$ cat config.mk
export PLATFORM = sky130hd
export DESIGN_NAME = enable_pulse_gen
export DESIGN_NICKNAME = d
export VERILOG_FILES = /design/src/rtl/enable_pulse_gen_pkg.sv /design/src/rtl/btn_debounce.sv /design/src/rtl/enable_pulse_gen.sv
export SDC_FILE = /design/constraint.sdc
export NUM_CORES = 1
export LEC_CHECK = 0
export ABC_AREA = 1
export CAP_MARGIN = 20
export CORE_ASPECT_RATIO = 2
export CORE_MARGIN = 1.5
export CORE_UTILIZATION = 30
export DETAILED_ROUTE_END_ITERATION = 10
export GPL_TIMING_DRIVEN = 0
export PLACE_DENSITY = 0.44
export SKIP_LAST_GASP = 1
export SLEW_MARGIN = 20
export SYNTH_ARGS = -nofsm -noshare
export SYNTH_HDL_FRONTEND = slang
export SYNTH_SLANG_ARGS = --single-unit
export TNS_END_PERCENT = 30
$ cat constraint.sdc
create_clock -name clk -period 4.6 [get_ports clk]
set_input_delay 0.69 -clock clk [delete_from_list [all_inputs] [get_ports clk]]
set_output_delay 0.69 -clock clk [all_outputs]
set_load 0.02 [all_outputs]
$ cat src/rtl/enable_pulse_gen_pkg.sv
// Shared types and constants for the enable pulse generator.
package enable_pulse_gen_pkg;

    typedef enum logic [1:0] {
        IDLE      = 2'd0,
        ARMING    = 2'd1,
        HELD      = 2'd2,
        RELEASING = 2'd3
    } deb_state_t;

    localparam logic MODE_MANUAL = 1'b0;
    localparam logic MODE_AUTO   = 1'b1;

endpackage

$ cat src/rtl/btn_debounce.sv
// Button synchronizer + debounce FSM; emits debounced level and a one-cycle press pulse.
// Latency: press is combinational in the cycle ARMING completes (2 sync + DEBOUNCE_CYCLES+1 after raw edge).
// No backpressure: free-running, the press pulse is dropped if unused.
module btn_debounce
    import enable_pulse_gen_pkg::*;
#(
    parameter int DEBOUNCE_CYCLES = 1_000_000
) (
    input  logic clk,
    input  logic reset_n,
    input  logic btn_raw,
    output logic btn_level,
    output logic press
);

    localparam int CW = (DEBOUNCE_CYCLES > 1) ? $clog2(DEBOUNCE_CYCLES) : 1;
    localparam logic [CW-1:0] CNT_LAST = CW'(DEBOUNCE_CYCLES - 1);

    logic            btn_m;
    logic            btn_s;
    deb_state_t      state;
    deb_state_t      state_nxt;
    logic [CW-1:0]   cnt;
    logic [CW-1:0]   cnt_nxt;
    logic            level_nxt;

    always_ff @(posedge clk or negedge reset_n) begin
        if (!reset_n) begin
            btn_m     <= 1'b0;
            btn_s     <= 1'b0;
            state     <= IDLE;
            cnt       <= '0;
            btn_level <= 1'b0;
        end else begin
            btn_m     <= btn_raw;
            btn_s     <= btn_m;
            state     <= state_nxt;
            cnt       <= cnt_nxt;
            btn_level <= level_nxt;
        end
    end

    always_comb begin
        state_nxt = state;
        cnt_nxt   = cnt;
        level_nxt = btn_level;
        press     = 1'b0;
        case (state)
            IDLE: begin
                if (btn_s) begin
                    state_nxt = ARMING;
                    cnt_nxt   = '0;
                end
            end
            ARMING: begin
                if (!btn_s) begin
                    state_nxt = IDLE;
                end else if (cnt == CNT_LAST) begin
                    state_nxt = HELD;
                    level_nxt = 1'b1;
                    press     = 1'b1;
                end else begin
                    cnt_nxt = cnt + 1'b1;
                end
            end
            HELD: begin
                if (!btn_s) begin
                    state_nxt = RELEASING;
                    cnt_nxt   = '0;
                end
            end
            RELEASING: begin
                // Release completes silently: only presses generate events.
                if (btn_s) begin
                    state_nxt = HELD;
                end else if (cnt == CNT_LAST) begin
                    state_nxt = IDLE;
                    level_nxt = 1'b0;
                end else begin
                    cnt_nxt = cnt + 1'b1;
                end
            end
            default: state_nxt = IDLE;
        endcase
    end

endmodule

$ cat src/rtl/enable_pulse_gen.sv
// Single-cycle enable strobe from either a debounced button press or a free-running prescaler.
// Latency: enable registered one cycle after the selected source event.
// No backpressure: the unselected source's event is dropped, never queued.
module enable_pulse_gen
    import enable_pulse_gen_pkg::*;
#(
    parameter int TICK_DIV        = 50_000_000,
    parameter int DEBOUNCE_CYCLES = 1_000_000
) (
    input  logic clk,
    input  logic reset_n,
    input  logic btn_raw,
    input  logic mode,
    input  logic run,
    output logic enable,
    output logic btn_level,
    output logic tick
);

    localparam int PW = (TICK_DIV > 1) ? $clog2(TICK_DIV) : 1;
    localparam logic [PW-1:0] PRESC_LAST = PW'(TICK_DIV - 1);

    logic          press;
    logic [PW-1:0] presc;
    logic          mode_q;
    logic          mode_vld;
    logic          mode_chg;

    btn_debounce #(
        .DEBOUNCE_CYCLES(DEBOUNCE_CYCLES)
    ) u_deb (
        .clk       (clk),
        .reset_n   (reset_n),
        .btn_raw   (btn_raw),
        .btn_level (btn_level),
        .press     (press)
    );

    // mode_vld masks the first cycle after reset so a mode strapped high
    // during reset is not mistaken for a switch.
    assign mode_chg = mode_vld & (mode ^ mode_q);
    // A tick coinciding with a mode switch is suppressed so the first auto
    // pulse always lands a full period after the switch.
    assign tick     = run & ~mode_chg & (presc == PRESC_LAST);

    always_ff @(posedge clk or negedge reset_n) begin
        if (!reset_n) begin
            presc    <= '0;
            mode_q   <= 1'b0;
            mode_vld <= 1'b0;
            enable   <= 1'b0;
        end else begin
            mode_q   <= mode;
            mode_vld <= 1'b1;
            if (!run || mode_chg || tick) begin
                presc <= '0;
            end else begin
                presc <= presc + 1'b1;
            end
            enable <= ((mode == MODE_MANUAL) & press) | ((mode == MODE_AUTO) & tick);
        end
    end

endmodule

==> summary.md, run 1 <==
| Metric | Value |
|---|---|
| Status | finished, final reports clean |
| Most frequent cells in the layout | 137 x nand2_1, 92 x nor2_1, 54 x dfrtp_1 |
| Max-cap violation count | 0 |
| Clock buffer depth | 2 |
| Crit path max fanout | 5 |
| Core Footprint | 0.0105 mm2 |
| Capturing point of the worst reg2reg path | presc[21]$_DFF_PN0_ |
| Asr flop ratio synth | 100% |
| Num Clock Sinks | 54 |
| Final setup viols | 0 |
| Tot GR Track Use | 18.0% |
| Synth Flop Type | dfrtp_1 |
| Max transition margin | 64.1% |
| Post-CTS Setup Bufs | 0 |
| Worst Skew | 0.00694 ns |
| Critical path startpoint category | flop |
| RR Startpoint | presc[0]$_DFF_PN0_ |
| Syn_nets | 474 |
| Die Ht | 150 um |
| Reg2Reg Depth | 7 |
| Antenna diodes | 0 |
| Largest net degree at the start of global routing | 43 |
| Initial antenna violation count | 0 |
| CP required | 3.91 ns |
| Register area share after synthesis | 41.5% |
| DR pass1 iterations | 4 |
| Max Used Layer | met4 |
| M1 WL | 2930 um |
| Seq. cell area | 0.00135 mm2 |
| Routed vias/inst | 4.70 |
| Drt initial violations | 124 |
| Die Footprint | 0.0115 mm2 |
| Die W | 76.7 um |
| Cell taking the most area after synthesis | dfrtp_1 |
| Worst Setup SP | presc[0]$_DFF_PN0_ |
| Rows | 53 |
| Unrepaired setup endpoints after global routing | false |
| Post-route ant nets | 0 |
| PnR worst setup slack | 1.39 ns |
| Metal2 WL | 5540 um |
| Final nets | 489 |
| CP arrival | 2.52 ns |
| Port-buffer cells | 7 |
| Most common cell after layout, fill and taps aside | nand2_1 |
| # DRC | 0 |
| Yosys Warn Count | 0 |
| Num CTS Buffers | 5 |
| Met3 routed WL | 139 um |
| Post-synthesis register bit count | 54 |
| Non-Filler Instances | 620 |
| R2R Setup Slk | 2.61 ns |
| Fin Setup TNS | 0 ns |
| Worst-Skew Late Latency | 0.29 ns |
| Distinct cells, synth | 30 |
| CTS resizes | 0 |
| Cell Pwr Density | 254 mW/mm2 |
| Area of the multi-input gates | 0.00163 mm2 |
| WL/cell | 15.2 um |
| Number of global-route vias before repair | 3070 |
| Critical path type | flop to output pin |
| Worst vdd ir | 0.149 mV |
| Half-perimeter wire length after placement | 7690 um |
| EDFF count, synth | 0 |
| Top cell type's share of synthesized area | 41.5% |
| Synth Cell Area | 0.00326 mm2 |
| Pins Over Slew Limit | 0 |
| Dpl ws | 1.43 ns |
| Min Tclk post-route | 3.21 ns |
| CTS tree | yes |
| First-pass GRT wire length | 15500 um |
| Io pins | 8 |
| Routed wire length | 9420 um |
| Clock-pin slew on the worst setup and hold paths | 0.07 ns |
| Filler cell count | 1165 |
| Hold crit path type | input pin to asynchronous set/reset pin |
| Syn Area/Cell | 6.97 um2 |
| CP endpoint kind | output pin |
| Initial core utilization | 30.9% |
| Tcrit/Tclk final | 69.7% |
| Pleak | 1.53 nW |
| Layout area overhead | 12.7% |
| GP Congestion | 0.931 |
| Fin. Hold Viols | 0 |
| Clk root buf | clkbuf_16 |
| Congestion Overflow GR | 0 |
| Fmax | 0.312 GHz |
| Cts-stage hold buffer count | 0 |
| Mapped Cells | 467 |
| Via Count | 2914 |
| Dpl cells | 612 |
| Measured slew at the worst slew-check pin | 0.539 ns |
| Layout cell share with drive strength beyond 1 | 6.83% |
| CP Capture Point | tick |
| Synth top area cells | dfrtp_1 41%, nand2_1 16%, nor2_1 11% |
| H-tree levels | 2 |
==> worst max-delay path: stages, from the launching register on <==
cell and delay (ns):
dfrtp_1 0.41, ha_1 0.31, nand2_1 0.13, nor3_1 0.35
nand4_1 0.21, nor2_1 0.19, clkdlybuf4s50_1 0.63
==> per-layer routing <==
| layer | vias to the layer above | track usage [%] |
|---|---|---|
| li1 | 1500 | - |
| met1 | 1343 | 14.9 |
| met2 | 39 | 36.6 |
| met3 | 32 | 1.88 |
| met4 | 0 | 15.2 |
| met5 | - | 0 |
==> state kept, by name, indices dropped and copies added (netlist names), named ones only <==
register / flops
enable: 1
mode_q: 1
mode_vld: 1
presc: 26
u_deb.btn_level: 1
u_deb.btn_m: 1
u_deb.btn_s: 1
u_deb.cnt: 20
u_deb.state: 1
==> worst min-delay path by stage <==
stage | startpoint | endpoint | slack [ns] | cells after the start
5_1_grt | reset_n | u_deb.cnt[18]$_DFFE_PN0P_ | 0.24 | 1
6_report | reset_n | u_deb.cnt[18]$_DFFE_PN0P_ | 0.24 | 1
3_5_place_dp | u_deb.btn_m$_DFF_PN0_ | u_deb.btn_s$_DFF_PN0_ | 0.33 | 0
2_1_floorplan | u_deb.btn_m$_DFF_PN0_ | u_deb.btn_s$_DFF_PN0_ | 0.33 | 0
4_1_cts | reset_n | u_deb.cnt[18]$_DFFE_PN0P_ | 0.25 | 1
3_3_place_gp | u_deb.btn_m$_DFF_PN0_ | u_deb.btn_s$_DFF_PN0_ | 0.34 | 0
==> report_power, final <==
part	total (W)	leakage, nW	switching, W	internal, W
Clock	0.000389	0.0739	0.000173	0.000217
Sequential	0.000487	0.739	0.00000596	0.000481
Combinational	0.0000545	0.714	0.0000365	0.0000181
==> stage by stage <==
step	utilization [%]	hold WS, ns	area (um2)	power, W
after global placement	33.2	0.336	3500	0.000551
after floorplan	-	0.331	3260	0.000525
after detailed placement	33.4	0.335	3520	0.000554
final	34.8	0.243	3670	0.000931
after CTS	34.8	0.246	3670	0.000960
after global routing	34.8	0.245	3670	0.000977
==> synthesized netlist by cell type, types with 2 or more instances <==
| library cell | n |
|---|---|
| nor2_1 | 92 |
| nor2_4 | 3 |
| nand4_1 | 16 |
| o21ai_1 | 7 |
| xnor2_1 | 3 |
| dfrtp_1 | 54 |
| o21ai_2 | 6 |
| o21bai_1 | 3 |
| nor2_2 | 2 |
| xor2_1 | 11 |
| nor3_1 | 14 |
| clkbuf_1 | 2 |
| nand3_1 | 37 |
| ha_1 | 2 |
| or2_2 | 2 |
| nand2_2 | 2 |
| inv_2 | 2 |
| nand2_1 | 137 |
| buf_4 | 2 |
| inv_1 | 52 |
| o21ai_0 | 8 |
| a21oi_1 | 2 |
==> cell families (layout without fill, tap and decap cells) <==
kind of cell	Yosys count	count (layout)	share of synthesized area [%]
adder cells (fa/ha/maj)	2	2	0.768
flip-flops	54	54	41.5
AO/OA/AOI/OAI	27	27	5.15
AND/OR/NAND/NOR	307	307	40.1
other	1	1	0.115
XOR/XNOR	14	14	3.76
buffers and inverters	62	78	8.61
==> area by class of cell <==
cell class	count	area share, %
Buffer	7	1.87
Inverter	55	5.76
Multi-Input combinational cell	351	44.3
Timing Repair Buffer	8	2.59
Clock inverter	1	0.136
Sequential cell	54	36.8
Tap cell	137	4.67
Clock buffer	7	3.89
Note: power is estimated with default switching activity, not from simulation.
==> run 2: changes to the inputs <==
==> constraint.sdc (replaced) <==
create_clock -name clk -period 3.4 [get_ports clk]
set_input_delay 0.51 -clock clk [delete_from_list [all_inputs] [get_ports clk]]
set_output_delay 0.51 -clock clk [all_outputs]
set_load 0.02 [all_outputs]
==> results of run 2 <==
The final DEF is identical to that of run 1. Status: finished, final reports clean.
Main changes from that run: setup slack after placement 1.43 ns -> 0.589 ns; setup slack after layout 1.39 ns -> 0.372 ns; hold slack 0.243 ns -> 0.0634 ns; register-to-register setup slack 2.61 ns -> 1.41 ns; total power 0.000931 W -> 0.00126 W; worst IR drop on VDD 0.149 mV -> 0.202 mV
